--- config.mk ---
export PLATFORM = sky130hd
export DESIGN_NAME = mips_decode_alu_unit
export DESIGN_NICKNAME = d
export VERILOG_FILES = /design/src/rtl/mips_decode_alu_unit.sv
export SDC_FILE = /design/constraint.sdc
export NUM_CORES = 1
export LEC_CHECK = 0
export CELL_PAD_IN_SITES_DETAIL_PLACEMENT = 0
export CELL_PAD_IN_SITES_GLOBAL_PLACEMENT = 2
export CORE_MARGIN = 2
export CORE_UTILIZATION = 26
export CTS_BUF_LIST = sky130_fd_sc_hd__clkbuf_4 sky130_fd_sc_hd__clkbuf_8
export CTS_CLUSTER_DIAMETER = 40
export DETAILED_ROUTE_END_ITERATION = 10
export PLACE_DENSITY = 0.87
export SYNTH_ARGS = -nofsm -noshare
export SYNTH_HDL_FRONTEND = slang
export SYNTH_SLANG_ARGS = --single-unit
--- constraint.sdc ---
create_clock -name clk -period 5.7 [get_ports clk]
set_input_delay 1.14 -clock clk [delete_from_list [all_inputs] [get_ports clk]]
set_output_delay 1.14 -clock clk [all_outputs]
set_load 0.02 [all_outputs]
--- src/rtl/mips_decode_alu_unit.sv ---
// Main control decoder, ALU-control decoder and 32-bit ALU for a five-stage MIPS pipeline,
// with an EX/MEM stage register holding the ALU result and zero flag.
module mips_decode_alu_unit #(
    parameter int unsigned W = 32
) (
    input  logic         clk,
    input  logic         rst,
    input  logic [5:0]   opcode,
    output logic         regdst,
    output logic [1:0]   branch,
    output logic         memread,
    output logic         memtoreg,
    output logic [1:0]   aluop,
    output logic         memwrite,
    output logic         alusrc,
    output logic         regwrite,
    input  logic [1:0]   aluop_ex,
    input  logic [5:0]   funct_ex,
    input  logic [W-1:0] a,
    input  logic [W-1:0] b,
    output logic [3:0]   aluctl,
    output logic [W-1:0] result,
    output logic         zero,
    input  logic         hold,
    input  logic         clear,
    output logic [W-1:0] result_q,
    output logic         zero_q
);

    localparam logic [5:0] OP_RTYPE = 6'b000000;
    localparam logic [5:0] OP_LW    = 6'b100011;
    localparam logic [5:0] OP_SW    = 6'b101011;
    localparam logic [5:0] OP_BEQ   = 6'b000100;
    localparam logic [5:0] OP_BNE   = 6'b000101;
    localparam logic [5:0] OP_ADDI  = 6'b001000;

    localparam logic [3:0] CTL_AND  = 4'b0000;
    localparam logic [3:0] CTL_OR   = 4'b0001;
    localparam logic [3:0] CTL_ADD  = 4'b0010;
    localparam logic [3:0] CTL_SUB  = 4'b0110;
    localparam logic [3:0] CTL_SLT  = 4'b0111;
    localparam logic [3:0] CTL_NOR  = 4'b1100;

    logic [3:0]   w_aluctl;
    logic [W-1:0] w_result;
    logic         w_zero;
    logic [W-1:0] r_result_q;
    logic         r_zero_q;

    // Main control: unknown opcodes decode to a side-effect-free NOP bundle
    always_comb begin
        regdst   = 1'b0;
        branch   = 2'b00;
        memread  = 1'b0;
        memtoreg = 1'b0;
        aluop    = 2'b00;
        memwrite = 1'b0;
        alusrc   = 1'b0;
        regwrite = 1'b0;
        case (opcode)
            OP_RTYPE: begin
                regdst   = 1'b1;
                aluop    = 2'b10;
                regwrite = 1'b1;
            end
            OP_LW: begin
                memread  = 1'b1;
                memtoreg = 1'b1;
                alusrc   = 1'b1;
                regwrite = 1'b1;
            end
            OP_SW: begin
                memwrite = 1'b1;
                alusrc   = 1'b1;
            end
            OP_BEQ: begin
                branch = 2'b01;
                aluop  = 2'b01;
            end
            OP_BNE: begin
                branch = 2'b10;
                aluop  = 2'b01;
            end
            OP_ADDI: begin
                alusrc   = 1'b1;
                regwrite = 1'b1;
            end
            default: ;
        endcase
    end

    // ALU control: only aluop 10 looks at funct; everything unrecognised adds
    always_comb begin
        w_aluctl = CTL_ADD;
        case (aluop_ex)
            2'b01: w_aluctl = CTL_SUB;
            2'b10: begin
                case (funct_ex)
                    6'b100000: w_aluctl = CTL_ADD;
                    6'b100010: w_aluctl = CTL_SUB;
                    6'b100100: w_aluctl = CTL_AND;
                    6'b100101: w_aluctl = CTL_OR;
                    6'b100111: w_aluctl = CTL_NOR;
                    6'b101010: w_aluctl = CTL_SLT;
                    default:   w_aluctl = CTL_ADD;
                endcase
            end
            default: w_aluctl = CTL_ADD;
        endcase
    end

    always_comb begin
        w_result = '0;
        case (w_aluctl)
            CTL_ADD: w_result = a + b;
            CTL_SUB: w_result = a - b;
            CTL_AND: w_result = a & b;
            CTL_OR:  w_result = a | b;
            CTL_NOR: w_result = ~(a | b);
            CTL_SLT: w_result = W'($signed(a) < $signed(b));
            default: w_result = '0;
        endcase
    end

    assign w_zero = (w_result == '0);
    assign aluctl = w_aluctl;
    assign result = w_result;
    assign zero   = w_zero;

    // EX/MEM stage register: rst > clear > hold > load
    always_ff @(posedge clk or posedge rst) begin
        if (rst) begin
            r_result_q <= '0;
            r_zero_q   <= 1'b0;
        end else if (clear) begin
            r_result_q <= '0;
            r_zero_q   <= 1'b0;
        end else if (!hold) begin
            r_result_q <= w_result;
            r_zero_q   <= w_zero;
        end
    end

    assign result_q = r_result_q;
    assign zero_q   = r_zero_q;

endmodule

* After elaboration in Yosys (flattened, before gate mapping) *
Cells that the tools add are included.

storage, ports and cells
  output and inout bits = 80
  bits in registers = 33
  logic and storage cells = 46
  input port bits = 82

operators by class
  bitwise operators = 3
  multiplexer cells = 14
  $add $sub $neg = 2
  eq/ne operators = 18
  reductions and logical operators = 6
  $lt $le $gt $ge = 1

operators with widths
  operator              number
  $pmux W32 S6          1
  $mux W32              2
  $eq A6 B6 Y1 const B  7
  $add A32 B32 Y32      1
  $and A32 B32 Y32      1
  $logic_not A32 Y1     1
  $lt A32 B32 Y1        1
  $not A32 Y32          1
  $or A32 B32 Y32       1
  $sub A32 B32 Y32      1
  $pmux W4 S5           1
  $eq A6 B3 Y1 const B  2
  $eq A4 B3 Y1 const B  2
  $pmux W2 S2           2
  $pmux W4 S2           1
  $mux W1               7
  $eq A6 B4 Y1 const B  1
  $logic_not A6 Y1      1
  $reduce_or A3 Y1      2
  $eq A4 B1 Y1 const B  1
  $eq A4 B2 Y1 const B  1
  $eq A4 B4 Y1 const B  1
  $logic_not A4 Y1      1
  $eq A2 B1 Y1 const B  1
  other kinds (3)       3

* Depth between registers and ports, before layout *
  word-level depth = 8
  gate-level depth with buffers = 16
  mapped depth without buffers = 14

* Worst setup path before layout *
No wires, ideal clock.

  kind = input to output
  start point = input port a[0]
  end point = output port zero
  stages on the path = 13
  path buffers = 0
  slack = -289 ps
  data required time = 4560 ps
  arrival time = 4849 ps
  cell sequence = inv_1 ha_1 fa_1 o21ba_1 or4_4 a211oi_2 nor3_1 a221o_1 a221o_1 nor3_1 nand4_1 or4_1 nor3_1

on the way
  elaborated cells between the ends (all ways) = 8
  those cells by class = 2 x add/sub; 1 x order compare; 1 x mux; 3 x bitwise; 1 x reduce/logical

RTL lines
  element                                                      line      RTL
  from (decl)                                                  19        input logic [W-1:0] a,
  $sub A32 B32 Y32 / $add A32 B32 Y32 (equally long branches)  116, 115
  $pmux W32 S6 (*)                                             114       case (w_aluctl)
  named net result[14]                                         22        output logic [W-1:0] result,
  $logic_not A32 Y1 (*)                                        125       assign w_zero = (w_result == '0);
  to (decl)                                                    23        output logic zero,

Mark *: on every way through the listed nets, which the timed path passes. The rest lies on a longest branch.

* Worst setup path in the final report *
  start point = input port a[9]
  end point = output port zero

on the way
  longest elaborated chain between the ends = 4
  elaborated cells between the ends (all ways) = 8
  those cells by class = 2 x add/sub; 1 x order compare; 1 x mux; 3 x bitwise; 1 x reduce/logical

ends and longest elaborated chain
  element                                                   line
  branches (longest 2 deep; another with $sub A32 B32 Y32)  -
  $pmux W32 S6 (*)                                          114
  $logic_not A32 Y1 (*)                                     125

Every way passes the cells marked *.

==> metrics.txt <==
Ports=between 150 and 200; PD cells=approximately 150 nW/um^2; syn nets=roughly 1200; Unique masters post-synth=between 90 and 100; Rows=just over 60; Tightest Pin Transition=between 1 and 1.5 ns; Final Hold Fails=0; wire per inst=18.0 um; vias in the first global route=approximately 10000; Max FO, Critical Path=12; antenna violations before repair=0; first-pass GRT wire length=around 53000 um; placed wire-length estimate=approximately 29000 um; initial DRC count=823; gr ovfl total=0; largest net degree at the start of global routing=55; Port Buffers=161; GP Congestion=about 1.1; Layout area overhead=80.1%; critical path type=input port to output port; vias=10115; Power Total=1.99 mW; Slew Viols, Final=0; Finish-stage setup viols=2; Worst setup EP type=output port; Relative slew margins=between 20% and 30%; worst clock skew=0 ns; Post-Synthesis Cells=1042; die width=roughly 170 um; sequential-to-total area share from yosys stat=between 10% and 20%; total track usage=23.1%; Avg Cell Area, Syn=roughly 7.0 um^2; fin area=~13000 um^2; Syn. warnings=0; DRC viols=0; Worst EP arrival=between 4 and 5 ns; nets@finish=1750; ANT nets after route=0; proportion of layout cells with a drive suffix above 1=a little under two fifths; status=finished with violations; Cell Area, Synth=between 7000 and 8000 um^2; Clock Latency Late Sink=approximately 0.29 ns; worst hold path class=register to register; post-route clock period utilization=108%; post-route setup slack=-0.434 ns; hold buffers post-CTS=0; Num CTS Buffers=5; f_max=163 MHz; Main synth FF type=dfrtp_1; initial core utilization=between 20% and 30%; antenna diode count=0; Layout Cells excl Fill=1946; DIE AREA=slightly below 30000 um^2; maximum vdd drop=0.0919 mV; asr flop ratio synth=100%; RSZ-0062 raised after global routing=yes; number of enable flip-flop cells after synthesis=0; DRT Wirelength=between 30000 and 40000 um; number of max-cap violations=0; via density per instance=approximately 5.2; 1st-pass router iterations=6; TritonCTS clock tree=built; placeable core area=between 20000 and 30000 um^2; clock buffer depth=2; Post-DP Area=roughly 12000 um^2; fin util=a little under half; CP required=between 4 and 5 ns; placed insts=1897; failing checks=negative setup slack; DP Worst Slack=-1.27 ns; Period minus WS final=between 6 and 7 ns; flops & latches, synth=33; LEAKAGE=approximately 6.3 nW; Filler cells=~2800; clock root cell=clkbuf_8; Worst setup SP type=input port; TritonCTS Sinks=33; Chip Height=171 um; H-tree depth=2; Clock transition at path regs=about 0.07 ns
[state kept, by name, summed over array words and instances, names as in the netlist]
signal / cells
result_q: 32
zero_q: 1
[repair_timing]
action                     in CTS  in global routing
gates resized for setup       156                 75
setup buffers                  26                 16
pin swaps                      39                 28
setup endpoints to repair      20                 24
[layout by cell type (no fill, tap or decap), types with 15 or more instances in the layout]
cell and n:
buf_4 403, clkdlybuf4s50_1 121, nor2_1 108, inv_1 102
a21oi_1 89, ha_1 79, nand2_1 77, o21ai_0 44
dfrtp_1 33, nor3_1 26, inv_2 24, dlymetal6s2s_1 19
o211ai_1 17, nand3_1 17, mux2i_1 16, ha_4 16
nand4_1 15
[final timing paths]
check | start | end | slack [ns] | depth (start not counted)
max in group asynchronous | rst | result_q[25]$_DFFE_PP0P_ | 4.14 | 3
hold reg to reg | result_q[10]$_DFFE_PP0P_ | result_q[10]$_DFFE_PP0P_ | 0.52 | 2
hold / removal | result_q[10]$_DFFE_PP0P_ | result_q[10]$_DFFE_PP0P_ | 0.52 | 2
setup reg to reg | result_q[31]$_DFFE_PP0P_ | result_q[31]$_DFFE_PP0P_ | 4.88 | 3
setup / recovery | a[9] | zero | -0.43 | 17
min in group asynchronous | rst | result_q[27]$_DFFE_PP0P_ | 1.24 | 3
[cell type report]
class | instances | area (um^2) | share of cell area (%)
Clock buffer | 6 | 82.6 | 0.630
Inverter | 129 | 490 | 3.74
Sequential cell | 33 | 826 | 6.30
Multi-Input combinational cell | 823 | 6400 | 48.9
Timing Repair Buffer | 576 | 4820 | 36.8
Tap cell | 378 | 473 | 3.61
Clock inverter | 1 | 7.51 | 0.0573
[per-layer routing]
layer	global-route usage, %	wire length (um)
met1	28.4	14500
met3	2.78	2050
met5	0	0
met2	41.0	17000
met4	8.73	1400
[report_power, final]
group / internal (mW) / switching, mW / leakage (nW)
Clock: 0.0954 / 0.0876 / 0.0433
Combinational: 0.749 / 0.791 / 5.80
Sequential: 0.256 / 0.0119 / 0.442
[synth_stat cells (all sizes together), types with 7 or more instances]
| library cell | instances | area share (%) |
|---|---|---|
| a211oi | 19 | 2.2 |
| xnor2 | 10 | 1.2 |
| nand3 | 18 | 1.2 |
| o31ai | 12 | 1.4 |
| mux2i | 16 | 2.2 |
| o21bai | 8 | 0.83 |
| inv | 128 | 6.6 |
| buf | 26 | 2.1 |
| nor2 | 113 | 5.9 |
| a21o | 7 | 0.72 |
| o211ai | 17 | 1.8 |
| o221ai | 8 | 0.96 |
| clkbuf | 31 | 1.6 |
| dfrtp | 33 | 11 |
| nor2b | 11 | 0.95 |
| a21oi | 101 | 7.1 |
| nand4 | 16 | 1.5 |
| o21ai | 64 | 4.6 |
| a22o | 7 | 0.84 |
| nand2 | 79 | 4.1 |
| ha | 98 | 17 |
| nand2b | 8 | 0.69 |
| a221o | 12 | 1.7 |
| nor4 | 11 | 0.95 |
| and2 | 8 | 0.69 |
| a31oi | 7 | 0.60 |
| a221oi | 15 | 1.9 |
| nor3 | 32 | 2.2 |
| a22oi | 13 | 1.3 |
[per-stage QoR]
stage	setup TNS [ns]	hold WS, ns
2_1_floorplan	-0.0463	0.621
3_3_place_gp	-8.01	0.494
3_5_place_dp	-8.93	0.502
4_1_cts	-0.559	0.519
5_1_grt	-1.02	0.552
6_report	-0.503	0.516
[cells by family (layout without fill, tap and decap cells)]
kind of cell             Yosys count  count (layout)  synth area share [%]
XOR/XNOR                          12              12                  1.45
AND/OR/NAND/NOR                  337             337                  22.7
AO/OA/AOI/OAI                    358             358                  34.5
flip-flops                        33              33                  11.4
adder cells (fa/ha/maj)          100             100                  17.4
buffers and inverters            186             712                  10.3
multiplexers                      16              16                  2.20
[worst max-delay path, cell delays in order]
cell and delay (ns):
clkdlybuf4s50_1 0.49, inv_2 0.05, ha_4 0.27, buf_8 0.13, nor2_1 0.07, buf_4 0.15, o2111ai_4 0.13, a31oi_4 0.16
o31ai_4 0.46, a21o_1 0.24, o21ai_2 0.09, a2111o_1 0.45, a22oi_2 0.20, nand4_1 0.12, or4_4 0.57, nor3_4 0.14
buf_6 0.13
No activity file was read; power rests on OpenSTA's default activity.
==> RTL edit, RTL diff (config.mk and constraints unchanged) <==
Put a register stage on the outputs `aluctl`, `result` and `zero`. The values now appear one clock later. The other outputs are not delayed to match.
--- a/src/rtl/mips_decode_alu_unit.sv
+++ b/src/rtl/mips_decode_alu_unit.sv
@@ -123,9 +123,11 @@
     end
 
     assign w_zero = (w_result == '0);
-    assign aluctl = w_aluctl;
-    assign result = w_result;
-    assign zero   = w_zero;
+    always_ff @(posedge clk) begin
+        aluctl <= w_aluctl;
+        result <= w_result;
+        zero   <= w_zero;
+    end
 
     // EX/MEM stage register: rst > clear > hold > load
     always_ff @(posedge clk or posedge rst) begin
Check against the original RTL: not equivalent (a bounded check fails within 4 cycles, from zero or initial values and one cycle with rst high).
==> RTL edit against the original RTL <==
  * Via count shrank 15%
  * Sequential cell count up 37
  * Area after synthesis is 8.6% higher
  * Power is 4.2% higher
  * Worst setup slack improved by 910 ps
  * Cell area down 22%
  * Routed wire length is 12% lower
  * Die area grew 8.4%
  * Final cell count decreased by 17%
  * Critical path type is now in2reg
  * Critical endpoint is now zero_q$_DFFE_PP0P_
  * Largest cell class unchanged
  * Largest power group unchanged
==> RTL edit: results (changes against the original RTL) <==
stage,metric,value,unit,change
drt,WL met3,2700,microns,+31%
drt,initial drt markers,669,,-19%
cts,post-CTS setup buffer count,0,,-100%
floorplanning,die width,178,microns,+4.1%
place,Place WS,167,ps,+1440 ps
final_layout,num sequential,70,,+110%
synthesis,mux contribution to synthesized area,3.55,%,+1.3 points
setup_path,crit path from,a[1],,
drt,total routed wirelength,30900,microns,-12%
synthesis,adder-cell area share of the yosys netlist,16.0,%,-1.4 points
global_routing,largest net degree at the start of global routing,49,,-11%
synthesis,syn_nets,1248,,+2.0%
final_layout,fraction of area in multi-input gates,55.4,%,+6.5 points
final_layout,inverters,115,,-11%
global_routing,first-pass GRT wire length,47400,microns,-11%
synthesis,number of distinct library cells after synthesis,80,,-12%
setup_path,worst r2r src,result_q[0]$_DFFE_PP0P_,,
setup_path,Worst Setup EP,zero_q$_DFFE_PP0P_,,
final_layout,nets@finish,1393,,-20%
setup_path,"Max FO, Critical Path",4,,-8
power,VDD IR-drop max,0.105,mV,+14%
final_layout,filler cell count,3208,,+16%
global_routing,met1 Use GR,26.4,%,-2.0 points
synthesis,Area contributors post-synth,"ha_1, dfrtp_1, dfxtp_1",,
run_status,status,"complete, no violations",,
place,Detail Placement HPWL,24900,microns,-13%
drt,WL met1,14200,microns,-2.6%
setup_path,worst-case register-to-register setup slack,4950,ps,+70 ps
cts,Worst-Skew Late Latency,340,ps,+50 ps
place,RD Place Congestion,0.950,,-11%
global_routing,vias in the first global route,8306,,-17%
RTL edit: changes by cell type after synthesis, moves of 9 or more:
cell,change
dfxtp_1,+37
a21oi_1,-21
clkbuf_1,+19
a21o_1,+15
mux2i_1,+12
buf_2,-11
inv_1,-10
a31oi_1,+9
RTL edit: power breakdown:
group / leakage [nW] / internal [mW] / total [mW] / switching (mW)
Sequential: 0.751 / 0.567 / 0.601 / 0.0341
Combinational: 3.71 / 0.456 / 1.10 / 0.639
Clock: 0.0923 / 0.164 / 0.379 / 0.215
Total: 4.55 / 1.19 / 2.08 / 0.888
RTL edit: critical path: stages:
cell             delay (ps)
clkdlybuf4s50_1         510
inv_1                   120
ha_1                    320
o21ba_1                 220
or4_4                   450
a211o_1                 370
a211o_1                 400
a21oi_4                 220
o311ai_1                110
a222oi_1                550
buf_4                   230
o311ai_1                100
or4_4                   510
o31ai_2                 250
